## src/rtl/tof_frame_reader.sv

```systemverilog
// ToF distance-frame readout engine: captures per-sensor data-ready edges, arbitrates round-robin,
// burst-reads one frame of zone bytes over a shared single-byte I2C master and streams zone words.
module tof_frame_reader #(
  parameter int          N_SENSORS      = 2,
  parameter int          N_ZONES        = 64,
  parameter int          BYTES_PER_ZONE = 2,
  parameter logic [15:0] DATA_BASE_ADDR = 16'h0400,
  parameter int          TIMEOUT_CYC    = 100000,
  localparam int ZW = 8 * BYTES_PER_ZONE,
  localparam int IW = (N_ZONES > 1) ? $clog2(N_ZONES) : 1,
  localparam int SW = (N_SENSORS > 1) ? $clog2(N_SENSORS) : 1
) (
  input  logic                 clk,
  input  logic                 reset,
  input  logic                 i_rd_enable,
  input  logic [N_SENSORS-1:0] i_tof_int,
  input  logic                 i_i2c_busy,
  input  logic                 i_i2c_done,
  input  logic                 i_i2c_err,
  input  logic [7:0]           i_i2c_rdata,
  output logic                 o_i2c_start,
  output logic [15:0]          o_i2c_addr,
  output logic [SW-1:0]        o_i2c_sensor,
  output logic                 o_zone_valid,
  output logic [SW-1:0]        o_zone_sensor,
  output logic [IW-1:0]        o_zone_idx,
  output logic [ZW-1:0]        o_zone_data,
  output logic                 o_frame_done,
  output logic                 o_frame_err,
  output logic [N_SENSORS-1:0] o_overrun,
  output logic                 o_busy
);

  localparam int NB = N_ZONES * BYTES_PER_ZONE;
  localparam int CW = (NB > 1) ? $clog2(NB) : 1;
  localparam int TW = (TIMEOUT_CYC > 1) ? $clog2(TIMEOUT_CYC) : 1;

  typedef enum logic [2:0] {S_IDLE, S_ARB, S_ISSUE, S_WAIT, S_DONE} state_t;

  state_t               r_state, w_state_nxt;
  logic [N_SENSORS-1:0] r_int_q, r_pending, r_overrun;
  logic [SW-1:0]        r_rr, r_sensor;
  logic [CW-1:0]        r_byte_cnt;
  logic [IW-1:0]        r_zidx;
  logic [1:0]           r_bsub;
  logic [ZW-1:0]        r_shift;
  logic [TW-1:0]        r_timer;
  logic                 r_start, r_zvalid, r_fdone, r_ferr, r_busy;
  logic [15:0]          r_addr;
  logic [SW-1:0]        r_zsensor;
  logic [IW-1:0]        r_zidx_o;
  logic [ZW-1:0]        r_zdata;

  logic [N_SENSORS-1:0] w_rise, w_clr, w_svc;
  logic [SW:0]          w_pick;
  logic                 w_arb, w_issue, w_rx, w_abort;
  logic                 w_last, w_zend, w_tmo;
  logic [ZW-1:0]        w_shift_nxt;
  logic [SW-1:0]        w_rr_nxt;

  // First pending sensor at or after the round-robin pointer; MSB flags "found".
  function automatic logic [SW:0] f_pick(input logic [N_SENSORS-1:0] pend, input logic [SW-1:0] rr);
    logic [SW:0] res;
    int          j;
    res = '0;
    for (int i = N_SENSORS - 1; i >= 0; i--) begin
      j = int'(rr) + i;
      if (j >= N_SENSORS) j = j - N_SENSORS;
      if (pend[j]) res = {1'b1, SW'(j)};
    end
    return res;
  endfunction

  assign w_pick      = f_pick(r_pending, r_rr);
  assign w_rise      = i_tof_int & ~r_int_q;
  assign w_last      = (r_byte_cnt == CW'(NB - 1));
  assign w_zend      = (r_bsub == 2'(BYTES_PER_ZONE - 1));
  assign w_tmo       = (r_timer == TW'(TIMEOUT_CYC - 1));
  assign w_shift_nxt = ZW'({r_shift, i_i2c_rdata});
  assign w_rr_nxt    = (r_sensor == SW'(N_SENSORS - 1)) ? '0 : r_sensor + 1'b1;

  always_comb begin
    w_clr = '0;
    w_svc = '0;
    for (int s = 0; s < N_SENSORS; s++) begin
      w_clr[s] = w_arb && (w_pick[SW-1:0] == SW'(s));
      w_svc[s] = r_busy && (r_sensor == SW'(s));
    end
  end

  always_comb begin
    w_state_nxt = r_state;
    w_arb       = 1'b0;
    w_issue     = 1'b0;
    w_rx        = 1'b0;
    w_abort     = 1'b0;
    case (r_state)
      S_IDLE:  if (i_rd_enable && |r_pending) w_state_nxt = S_ARB;
      S_ARB: begin
        w_arb       = w_pick[SW];
        w_state_nxt = w_pick[SW] ? S_ISSUE : S_IDLE;
      end
      S_ISSUE: if (!i_i2c_busy) begin
        w_issue     = 1'b1;
        w_state_nxt = S_WAIT;
      end
      S_WAIT: begin
        if (i_i2c_done && !i_i2c_err) begin
          w_rx        = 1'b1;
          w_state_nxt = w_last ? S_DONE : S_ISSUE;
        end else if ((i_i2c_done && i_i2c_err) || w_tmo) begin
          w_abort     = 1'b1;
          w_state_nxt = S_IDLE;
        end
      end
      S_DONE:  w_state_nxt = S_IDLE;
      default: w_state_nxt = S_IDLE;
    endcase
  end

  always_ff @(posedge clk) begin
    if (reset) r_state <= S_IDLE;
    else       r_state <= w_state_nxt;
  end

  always_ff @(posedge clk) begin
    if (reset) begin
      r_int_q    <= '1;
      r_pending  <= '0;
      r_overrun  <= '0;
      r_rr       <= '0;
      r_sensor   <= '0;
      r_byte_cnt <= '0;
      r_zidx     <= '0;
      r_bsub     <= '0;
      r_shift    <= '0;
      r_timer    <= '0;
      r_start    <= 1'b0;
      r_addr     <= '0;
      r_zvalid   <= 1'b0;
      r_zsensor  <= '0;
      r_zidx_o   <= '0;
      r_zdata    <= '0;
      r_fdone    <= 1'b0;
      r_ferr     <= 1'b0;
      r_busy     <= 1'b0;
    end else begin
      r_int_q   <= i_tof_int;
      // A new edge wins over the arbiter's clear, so a re-trigger is never lost.
      r_pending <= (r_pending & ~w_clr) | w_rise;
      r_overrun <= r_overrun | (w_rise & (r_pending | w_svc));
      r_start   <= w_issue;
      r_zvalid  <= 1'b0;
      r_fdone   <= 1'b0;
      r_ferr    <= 1'b0;
      if (w_arb) begin
        r_sensor   <= w_pick[SW-1:0];
        r_byte_cnt <= '0;
        r_zidx     <= '0;
        r_bsub     <= '0;
        r_busy     <= 1'b1;
      end
      if (w_issue) begin
        r_addr  <= DATA_BASE_ADDR + 16'(r_byte_cnt);
        r_timer <= '0;
      end
      if (r_state == S_WAIT && !w_rx && !w_abort) r_timer <= r_timer + 1'b1;
      if (w_rx) begin
        r_shift    <= w_shift_nxt;
        r_byte_cnt <= r_byte_cnt + 1'b1;
        if (w_zend) begin
          r_zvalid  <= 1'b1;
          r_zdata   <= w_shift_nxt;
          r_zidx_o  <= r_zidx;
          r_zsensor <= r_sensor;
          r_zidx    <= r_zidx + 1'b1;
          r_bsub    <= '0;
        end else begin
          r_bsub <= r_bsub + 1'b1;
        end
        if (w_last) begin
          r_fdone <= 1'b1;
          r_busy  <= 1'b0;
          r_rr    <= w_rr_nxt;
        end
      end
      if (w_abort) begin
        r_ferr <= 1'b1;
        r_busy <= 1'b0;
      end
    end
  end

  assign o_i2c_start   = r_start;
  assign o_i2c_addr    = r_addr;
  assign o_i2c_sensor  = r_sensor;
  assign o_zone_valid  = r_zvalid;
  assign o_zone_sensor = r_zsensor;
  assign o_zone_idx    = r_zidx_o;
  assign o_zone_data   = r_zdata;
  assign o_frame_done  = r_fdone;
  assign o_frame_err   = r_ferr;
  assign o_overrun     = r_overrun;
  assign o_busy        = r_busy;

endmodule

```

## config.mk

```make
export PLATFORM = sky130hd
export DESIGN_NAME = tof_frame_reader
export DESIGN_NICKNAME = d
export VERILOG_FILES = /design/src/rtl/tof_frame_reader.sv
export SDC_FILE = /design/constraint.sdc
export NUM_CORES = 1
export LEC_CHECK = 0
export ABC_AREA = 1
export BUFFER_PORTS_ARGS = -buffer_cell sky130_fd_sc_hd__buf_2
export CORE_MARGIN = 3
export CORE_UTILIZATION = 50
export DETAILED_ROUTE_END_ITERATION = 10
export PLACE_DENSITY = 0.72
export SYNTH_ARGS = -nofsm -noshare
export SYNTH_HDL_FRONTEND = slang
export SYNTH_SLANG_ARGS = --single-unit
```

## constraint.sdc

```tcl
create_clock -name clk -period 3.6 [get_ports clk]
set_input_delay 0 -clock clk [delete_from_list [all_inputs] [get_ports clk]]
set_output_delay 0 -clock clk [all_outputs]
set_load 0.02 [all_outputs]
```

==> results.md <==
- Initial Util: 52.3%
- Final #Nets: 607
- IO buf count: 54
- CP Capture Type: flip-flop
- Critical path arrival: 2090 ps
- Clk pwr share: 41.9%
- Fin crit period: 1880 ps
- First-pass GRT wire length: 14.6 mm
- Period Utilization, post-route: 52.3%
- Startpoint Class: flip-flop
- Worst reg2reg setup slack: 1720 ps
- Clk Latency, worst-skew pair: 360 ps
- Post-layout util: 60.3%
- Core Area: 0.00737 mm^2
- Min-delay src: i_i2c_err
- Sequential share of power: 54.2%
- Worst Hold Class: primary input to flip-flop
- Synthesized area: 0.00385 mm^2
- CP Class: flip-flop to flip-flop
- Max_cap viols: 0
- Worst-Margin Slew: 1020 ps
- Crit Path Max Fanout: 28
- CTS clk-pin slew, worst paths: 100 ps
- Max Slew Vio Count: 0
- Die W: 93.8 um
- Outcome: completed
- Cells after DPL: 665
- Largest net degree at the start of global routing: 36
- Post-Syn Instances: 531
- Non-filler cells, final: 692
- Initial drt markers: 193
- CTS tree: built
- I/O pin total: 63
- Seq/Total Area, Yosys: 45.2%
- RR Endpoint: r_zidx[1]
- ANT nets after route: 0
- Commonest non-fill, non-tap cell in the layout: nand2_1
- Net Switching: 0.401 mW
- Area after DPL: 0.00412 mm^2
- Pwr Density: 402 mW/mm^2
- Maximum VDD drop: 0.199 mV
- Syn_area_per_cell: 7.26 um^2
- Origin of the critical flop-to-flop path: r_state[0]
- Post-DP HPWL: 5.74 mm
- Root buffer cell: clkbuf_8
- Average wire per standard cell: 12.4 um
- Worst endpoint required time: 3810 ps
- Row Count: 31
- CTS resizes: 0
- TNS Setup: 0 ps
- GRT Overall Usage: 20.3%
- Routability congestion estimate: 0.920
- RSZ-0062 raised after global routing: no
- Via density: 5.08
- Worst Skew: 12.5 ps
- FF+latch count, synth: 87
- Antenna Cells: 0
- Vias in the first global route: 3,288
- Max_slew headroom: 31.8%
- Commonest non-fill, non-tap cells in the layout: nand2_1 (118), dfxtp_1 (87), nor2_1 (65), nand3_1 (57), buf_2 (54)
- GRT overflow: 0
- Detailed Route WL: 8.59 mm
- Worst R2R Path Depth: 10
- H-tree levels: 3
- Clock buffers created by TritonCTS: 9
- Initial antenna violation count: 0
- Clock Sinks: 87
- DR pass1 iterations: 5
- Max Fclk: 0.531 GHz
- Synth cell types: 34
- Part of the power in combinational logic: 3.9%
- Setup violators final: 0
- Share of cells above drive strength 1: 15.7%
- Die Y: 93.8 um
- Depth of the worst hold-timing path: 4
- Worst-case hold path end point: o_busy
- Max clock buf depth: 2
- Total Die Area: 0.00880 mm^2
- Design area: 0.00445 mm^2
- Hold Vio Cnt, Final: 0
- DR vias: 3,514
- Switching share of total power: 22.4%
- Leakage Power: 1.97 nW
- Drt drc: 0
- Synth warnings: 0
- Synth-to-layout area growth: 15.4%
- Filler cells: 712
- Int Power: 1.39 mW
## final cells by class
cell class	instances	area (um^2)	share of cell area (%)
Sequential cell	87	1740	39.2
Clock buffer	10	128	2.87
Clock inverter	6	91.3	2.05
Tap cell	99	124	2.79
Multi-Input combinational cell	370	1750	39.4
Timing Repair Buffer	67	395	8.89
Inverter	53	214	4.81
## worst max path at each step
| stage | startpoint | to | slack (ps) | cells after the start |
|---|---|---|---|---|
| 5_1_grt | r_state[0] | r_zidx[1] | 1550 | 10 |
| 3_3_place_gp | reset | r_zidx[1] | 1670 | 6 |
| 6_report | r_state[0] | r_zidx[1] | 1720 | 10 |
| 3_5_place_dp | reset | r_zidx[1] | 1580 | 6 |
| 2_1_floorplan | r_timer[0] | r_timer[10] | 2160 | 11 |
| 4_1_cts | r_state[0] | r_zidx[1] | 1710 | 10 |
## metrics by stage
stage	hold WS [ps]	setup slack, ps	power [mW]
after floorplan	103	2160	1.04
after global placement	199	1670	1.05
after detailed placement	209	1580	1.05
after CTS	49.3	1710	1.80
after global routing	70.5	1550	1.84
final	59.1	1720	1.79
## power by group through the flow
stage                     combinational [mW]  clock, mW  sequential (mW)
after floorplan                       0.0463          0            0.992
after global placement                0.0587          0            0.991
after detailed placement              0.0595          0            0.991
after CTS                             0.0692      0.758            0.969
after global routing                  0.0775      0.796            0.970
final                                 0.0693      0.750            0.969
## sequential cells by signal (all words and copies together), names as in the netlist, 3 cells and up
register	count
o_i2c_addr	8
o_zone_data	16
o_zone_idx	6
r_byte_cnt	7
r_shift	8
r_state	3
r_timer	17
r_zidx	6
## critical path, cell delays in order (launching register included)
cell      delay, ps
dfxtp_1         340
nand2_1         110
nor2_4           50
nand2_4         160
clkinv_4        180
nand2_4         300
clkinv_4        130
nand2_4         110
clkinv_4        160
nand2_1          80
o21ai_0         100
## logic make-up (layout without fill, tap and decap cells)
logic type	after synthesis	count (layout)	synth area share, %
flops	87	87	45.2
fa+ha+maj	3	3	0.974
simple gates	269	269	31.0
other cells	1	8	0.0973
xor+xnor	4	4	0.909
compound gates	86	86	11.8
buf+inv	81	136	10.0
## Yosys cell counts (all sizes together)
cell / count / share of area (%)
nand2: 124 / 13
dfxtp: 87 / 45
nor2: 71 / 8.0
nand3: 58 / 7.7
inv: 50 / 4.9
a21oi: 40 / 5.2
o21ai: 37 / 4.8
buf: 18 / 3.5
clkbuf: 10 / 0.97
nor3: 7 / 1.0
nand4: 4 / 0.65
xor2: 4 / 0.91
clkinv: 3 / 0.68
ha: 3 / 0.97
or2: 3 / 0.49
a31oi: 2 / 0.32
o211ai: 2 / 0.39
a211oi: 1 / 0.19
conb: 1 / 0.097
nand3b: 1 / 0.19
nor3b: 1 / 0.19
o211a: 1 / 0.26
o21a: 1 / 0.19
o21bai: 1 / 0.19
o31ai: 1 / 0.19
## repair_timing
action                                  4_1_cts  5_1_grt
endpoints found under the setup margin        0        0
hold buffers                                 11        0
endpoints found under the hold margin        23        0
setup buffers                                 0        0
## metal layers
metal	share of wire (%)	wire length [um]	track usage, %
met5	0	0	0
met1	48	4110	27.9
met4	1.9	167	7.94
met3	5.1	437	3.77
met2	45	3870	31.6
Note: power is estimated with default switching activity, not from simulation.
